`src/rtl/uni_shft_reg_n_if.sv`:
```
// Bus bundle for the universal shift register: mode/burst controls in,
// register contents and burst status out.
interface uni_shft_reg_n_if #(
  parameter int WIDTH = 8,
  parameter int CNT_W = 4
);
  logic             ser_inl;
  logic             ser_inr;
  logic [WIDTH-1:0] par_in;
  logic [2:0]       sel;
  logic             start;
  logic             dir;
  logic [CNT_W-1:0] cnt;
  logic [WIDTH-1:0] par_out;
  logic             ser_outr;
  logic             ser_outl;
  logic             busy;
  logic             done;

  modport master (
    output ser_inl, ser_inr, par_in, sel, start, dir, cnt,
    input  par_out, ser_outr, ser_outl, busy, done
  );

  modport slave (
    input  ser_inl, ser_inr, par_in, sel, start, dir, cnt,
    output par_out, ser_outr, ser_outl, busy, done
  );
endinterface

```
`src/rtl/uni_shft_reg_n.sv`:
```
// Universal N-bit shift register with single-step modes while idle and a
// counted burst-shift mode that reports busy/done.
module uni_shft_reg_n #(
  parameter int WIDTH = 8,
  parameter int CNT_W = 4
) (
  input  logic              clk,
  input  logic              rst,
  uni_shft_reg_n_if.slave   bus
);

  typedef enum logic {IDLE, BURST} state_t;

  state_t           state_q, state_d;
  logic [WIDTH-1:0] data_q, data_d;
  logic [CNT_W-1:0] rem_q, rem_d;
  logic             dir_q, dir_d;
  logic             done_q, done_d;

  logic             last_shift;
  assign last_shift = (rem_q == CNT_W'(1));

  // State register
  // NOTE: sequential state uses non-blocking assignments so every flop
  // samples the pre-edge values, independent of statement order.
  always_ff @(posedge clk or posedge rst) begin
    if (rst) begin
      state_q <= IDLE;
      data_q  <= '0;
      rem_q   <= '0;
      dir_q   <= 1'b0;
      done_q  <= 1'b0;
    end else begin
      state_q <= state_d;
      data_q  <= data_d;
      rem_q   <= rem_d;
      dir_q   <= dir_d;
      done_q  <= done_d;
    end
  end

  // Next-state logic
  // NOTE: every combinational output gets a default first, so no path
  // through the block can leave a variable unassigned and infer a latch.
  always_comb begin
    state_d = state_q;
    unique case (state_q)
      IDLE:    if (bus.start && (bus.cnt != '0)) state_d = BURST;
      BURST:   if (last_shift)                   state_d = IDLE;
      default: state_d = IDLE;
    endcase
  end

  // Datapath and counter next values; start outranks sel while idle
  always_comb begin
    data_d = data_q;
    rem_d  = rem_q;
    dir_d  = dir_q;
    done_d = 1'b0;
    unique case (state_q)
      IDLE: begin
        if (bus.start) begin
          if (bus.cnt != '0) begin
            rem_d = bus.cnt;
            dir_d = bus.dir;
          end else begin
            done_d = 1'b1;
          end
        end else begin
          case (bus.sel)
            3'd1:    data_d = {bus.ser_inr, data_q[WIDTH-1:1]};
            3'd2:    data_d = {data_q[WIDTH-2:0], bus.ser_inl};
            3'd3:    data_d = bus.par_in;
            3'd4:    data_d = {data_q[0], data_q[WIDTH-1:1]};
            3'd5:    data_d = {data_q[WIDTH-2:0], data_q[WIDTH-1]};
            3'd6:    data_d = {data_q[WIDTH-1], data_q[WIDTH-1:1]};
            default: data_d = data_q;
          endcase
        end
      end
      BURST: begin
        if (dir_q) data_d = {data_q[WIDTH-2:0], bus.ser_inl};
        else       data_d = {bus.ser_inr, data_q[WIDTH-1:1]};
        rem_d = rem_q - CNT_W'(1);
        if (last_shift) done_d = 1'b1;
      end
      default: ;
    endcase
  end

  // Output logic
  always_comb begin
    bus.par_out  = data_q;
    bus.ser_outr = data_q[0];
    bus.ser_outl = data_q[WIDTH-1];
    bus.busy     = (state_q == BURST);
    bus.done     = done_q;
  end

endmodule

```
`src/flat_wrapper.sv`:
```
// flat-port wrapper written by rule: the top's interface ports become plain ports
module uni_shft_reg_n_flat 
#(
  parameter int WIDTH = 8,
  parameter int CNT_W = 4
)
  (clk, rst, bus_ser_inl, bus_ser_inr, bus_par_in, bus_sel, bus_start, bus_dir, bus_cnt, bus_par_out, bus_ser_outr, bus_ser_outl, bus_busy, bus_done);
  uni_shft_reg_n_if #(.WIDTH(WIDTH), .CNT_W(CNT_W)) bus_i ();
  input  logic clk;
  input  logic rst;
  input wire logic [$bits(bus_i.ser_inl)-1:0] bus_ser_inl;
  input wire logic [$bits(bus_i.ser_inr)-1:0] bus_ser_inr;
  input wire logic [$bits(bus_i.par_in)-1:0] bus_par_in;
  input wire logic [$bits(bus_i.sel)-1:0] bus_sel;
  input wire logic [$bits(bus_i.start)-1:0] bus_start;
  input wire logic [$bits(bus_i.dir)-1:0] bus_dir;
  input wire logic [$bits(bus_i.cnt)-1:0] bus_cnt;
  output wire logic [$bits(bus_i.par_out)-1:0] bus_par_out;
  output wire logic [$bits(bus_i.ser_outr)-1:0] bus_ser_outr;
  output wire logic [$bits(bus_i.ser_outl)-1:0] bus_ser_outl;
  output wire logic [$bits(bus_i.busy)-1:0] bus_busy;
  output wire logic [$bits(bus_i.done)-1:0] bus_done;
  assign bus_i.ser_inl = bus_ser_inl;
  assign bus_i.ser_inr = bus_ser_inr;
  assign bus_i.par_in = bus_par_in;
  assign bus_i.sel = bus_sel;
  assign bus_i.start = bus_start;
  assign bus_i.dir = bus_dir;
  assign bus_i.cnt = bus_cnt;
  assign bus_par_out = bus_i.par_out;
  assign bus_ser_outr = bus_i.ser_outr;
  assign bus_ser_outl = bus_i.ser_outl;
  assign bus_busy = bus_i.busy;
  assign bus_done = bus_i.done;
  uni_shft_reg_n #(.WIDTH(WIDTH), .CNT_W(CNT_W)) u_core (.clk(clk), .rst(rst), .bus(bus_i));
endmodule
```
`config.mk`:
```
export PLATFORM = sky130hd
export DESIGN_NAME = uni_shft_reg_n_flat
export DESIGN_NICKNAME = d
export VERILOG_FILES = /design/src/rtl/uni_shft_reg_n_if.sv /design/src/rtl/uni_shft_reg_n.sv /design/src/flat_wrapper.sv
export SDC_FILE = /design/constraint.sdc
export NUM_CORES = 1
export LEC_CHECK = 0
export CAP_MARGIN = 20
export CORE_MARGIN = 2
export CORE_UTILIZATION = 52
export CTS_CLUSTER_SIZE = 25
export DETAILED_ROUTE_END_ITERATION = 10
export PLACE_DENSITY_LB_ADDON = 0.1
export SLEW_MARGIN = 20
export SYNTH_ARGS = -nofsm -noshare
export SYNTH_HDL_FRONTEND = slang
export SYNTH_SLANG_ARGS = --single-unit
export TNS_END_PERCENT = 100
```
`constraint.sdc`:
```
create_clock -name clk -period 2.36 [get_ports clk]
set_clock_uncertainty 0.2 [all_clocks]
set_input_delay 0.708 -clock clk [delete_from_list [all_inputs] [get_ports clk]]
set_output_delay 0.708 -clock clk [all_outputs]
set_load 0.03 [all_outputs]
```
==> qor_table.md <==
| Metric | Value |
|:---|:---|
| Outcome | finished clean |
| Largest fanout on the critical path | 2 |
| Vias in the first global route | 1123 |
| H-tree depth | 1 |
| Detail-routed net length per standard cell | 15.5 µm |
| Net count of the finished layout | 212 |
| Commonest cells after routing, fill and taps aside | sky130_fd_sc_hd__buf_4, sky130_fd_sc_hd__clkdlybuf4s50_1, sky130_fd_sc_hd__a21oi_1, sky130_fd_sc_hd__dfrtp_1, sky130_fd_sc_hd__nand2_1 |
| Clock edge transition at the registers on the reported setup and hold paths | 0.09 ns |
| Final-layout fill cell count | 171 |
| Global-route usage over all layers | 26.2% |
| Nature of the critical path endpoint | output pin |
| Layout cell share with drive strength beyond 1 | 22.3% |
| Number of buffers and inverters on the critical path | 1 |
| Number of synthesized register bits | 15 |
| Residual overflow from global routing | 0 |
| Transition time at the pin with the least slew margin | 0.561 ns |
| Post-DP HPWL | 2590 µm |
| Post-synthesis cell area | 1220 µm² |
| Total power divided by cell area | 1180 nW/µm² |
| Clock period minus worst slack | 2.28 ns |
| Number of detailed-routing iterations run before antenna repair | 4 |
| Portion of total power attributed to combinational logic | 63.8% |
| Total wirelength of the detailed-routed design | 3360 µm |
| Via count | 1290 |
| Total Negative Setup Slacks | 0 ns |
| Req. time, crit path | 1.45 ns |
| Share of the yosys chip area belonging to registers | 30.7% |
| Antenna violations before repair | 0 |
| Initial detailed-routing violation count | 27 |
| Cell taking the most area after synthesis | sky130_fd_sc_hd__dfrtp_1 |
| Type of the tightest min-delay check | flip-flop to flip-flop |
| Crit path DAT | 1.38 ns |
| Buffers from clock root to sink, at most | 2 |
| Share of the cycle needed by the critical path after routing | 96.7% |
| Sw power | 0.000963 W |
| Max Transition Viols Final | 0 |
| Largest voltage drop on the vdd net | 1.02 mV |
| Total of buffers placed on input and output ports | 32 |
| Most common cell after layout, fill and taps aside | sky130_fd_sc_hd__buf_4 |
| Routability congestion estimate from global placement | 0.868 |
| Number of buffers created by CTS | 3 |
| Area growth from synthesis to layout | 41.5% |
| Inserted Diodes | 0 |
| F_max | 0.438 GHz |
| CTS tree | done |
| Post-DR vias/cell | 5.97 |
| Unrepaired setup endpoints after global routing | false |
| Int Pwr | 0.00108 W |
| Switching fraction of total power | 47.3% |
| Max-slew headroom | 62.6% |
| Largest cells by area after synthesis | sky130_fd_sc_hd__dfrtp_1, sky130_fd_sc_hd__a21oi_1, sky130_fd_sc_hd__mux2i_1, sky130_fd_sc_hd__a221oi_1, sky130_fd_sc_hd__nand2_1 |
| Final core occ | 78.1% |
| Number of antenna-violating nets in the routed design | 0 |
| Synth warn | 0 |
| Maximum single-stage delay on the critical path | 0.69 ns |
| Source-to-sink clock delay at the later pin of the worst-skew pair | 0.28 ns |
| Number of enable-type register cells in the synthesized netlist | 0 |
| Post-CTS setup-driven buffer insertion count | 0 |
| Worst path slowest cell | sky130_fd_sc_hd__clkdlybuf4s50_1 |
| Fraction of power consumed by the clock network | 6.9% |
| Cell count after synthesis | 139 |
| Die ar. | 2750 µm² |
| Share of synthesized registers carrying an async set or reset | 100% |
| Kind of cell adding the most delay to the critical path | buffers and inverters |
| Core footprint | 2210 µm² |
| Maximum number of pins on one net before global-route repair | 19 |
| Chip height | 52.5 µm |
| Count of cell types in the netlist | 45 |
| MaxCap Viol Count | 0 |
| Number of hold violations in the final report | 0 |
| Die span in x | 52.5 µm |
| Worst setup SP type | flip-flop |
| Static leakage | 0.809 nW |
| Top Ports | 33 |
| Worst path cell trace | clkdlybuf4s50_1 |
| Total nets after synthesis | 162 |
| Library cell used as clock root buffer | sky130_fd_sc_hd__clkbuf_4 |
| Dominant register cell in the synthesized netlist | sky130_fd_sc_hd__dfrtp_1 |
| Wire length of the first global-routing pass | 5310 µm |
| Sequential power share | 29.2% |
| Synth top area share | 30.7% |
| Clock sink count | 15 |
| Avg Inst Size Synth | 8.79 µm² |
| FP Rows | 17 |
| Critical path class | flip-flop to output pin |
| Total DRC errors in the routed layout | 0 |
| Final setup violation count | 0 |
| Effective utilization at floorplan | 55.2% |
-- synthesized netlist by cell type (3+ instances only) --
cell type,instances
sky130_fd_sc_hd__buf_4,5
sky130_fd_sc_hd__clkbuf_1,4
sky130_fd_sc_hd__nand2_1,11
sky130_fd_sc_hd__mux2i_1,8
sky130_fd_sc_hd__o21ai_0,6
sky130_fd_sc_hd__a211o_1,3
sky130_fd_sc_hd__nor2_1,5
sky130_fd_sc_hd__a21oi_1,17
sky130_fd_sc_hd__a21o_1,3
sky130_fd_sc_hd__dfrtp_1,15
sky130_fd_sc_hd__inv_1,8
sky130_fd_sc_hd__o22ai_1,3
sky130_fd_sc_hd__a22o_1,3
sky130_fd_sc_hd__a221oi_1,6
-- repair_timing --
item,CTS,global route
resized for setup,1,6
hold buffers,0,0
pin swaps,0,0
endpoints found under the setup margin,1,6
-- power groups by stage --
| stage | clock [W] | sequential, W | combinational (W) |
|---|---|---|---|
| final | 0.000142 | 0.000596 | 0.00130 |
| after global routing | 0.000158 | 0.000614 | 0.00140 |
| after CTS | 0.000144 | 0.000589 | 0.00131 |
| after detailed placement | 0 | 0.000593 | 0.00131 |
| after global placement | 0 | 0.000583 | 0.00127 |
| after floorplan | 0 | 0.000696 | 0.000756 |
-- registers in the layout, indices dropped and copies added, names as in the netlist --
register	flops
u_core.bus.par_out	8
u_core.dir_q	1
u_core.bus.done	1
u_core.rem_q	4
u_core.bus.busy	1
-- stage by stage --
stage,worst slack (ns),area [µm²],instances,hold slack [ns],power [W]
floorplan,0.360,1220,139,0.278,0.00145
global placement,-0.130,1690,212,0.318,0.00185
detailed placement,-0.180,1690,212,0.330,0.00190
CTS,0.00841,1710,216,0.342,0.00205
global route,0.0353,1730,216,0.399,0.00218
finish,0.0770,1730,216,0.341,0.00204
-- cell type report --
| class | count | area [µm²] | area share [%] |
|---|---|---|---|
| inverters | 8 | 30.0 | 1.74 |
| repair buffers | 57 | 519 | 30.1 |
| flip-flops and latches | 15 | 375 | 21.7 |
| clock buffers | 4 | 26.3 | 1.52 |
| multi-input cells | 104 | 742 | 42.9 |
| well taps | 28 | 35.0 | 2.03 |
-- final timing paths --
path	startpoint	endpoint	slack, ns	depth (start not counted)
setup / recovery	u_core.bus.par_out[5]	bus_par_out[5]	0.08	1
hold / removal	u_core.rem_q[0]	u_core.rem_q[0]	0.34	1
setup reg to reg	u_core.bus.busy	u_core.rem_q[3]	0.65	3
hold reg to reg	u_core.rem_q[0]	u_core.rem_q[0]	0.34	1
max in group asynchronous	rst	u_core.bus.par_out[2]	1.00	2
min in group asynchronous	rst	u_core.rem_q[3]	0.59	2
-- cell families (layout without fill, tap and decap cells) --
kind of cell    Yosys count  after routing  share of synthesized area, %
compound gates           57             57                          34.0
xor+xnor                  2              2                          1.43
fa+ha+maj                 2              2                          2.05
buf+inv                  20             69                          8.50
flops                    15             15                          30.7
mux                       9              9                          7.48
simple gates             34             34                          15.8
-- per-layer routing --
metal / track usage [%] / wire, µm / vias up
li1: - / - / 622
met1: 36.7 / 1530 / 620
met2: 42.5 / 1620 / 46
met3: 6.00 / 198 / 2
met4: 2.56 / 7 / 0
met5: 0 / 0 / -
No activity file was read; power rests on OpenSTA's default activity.
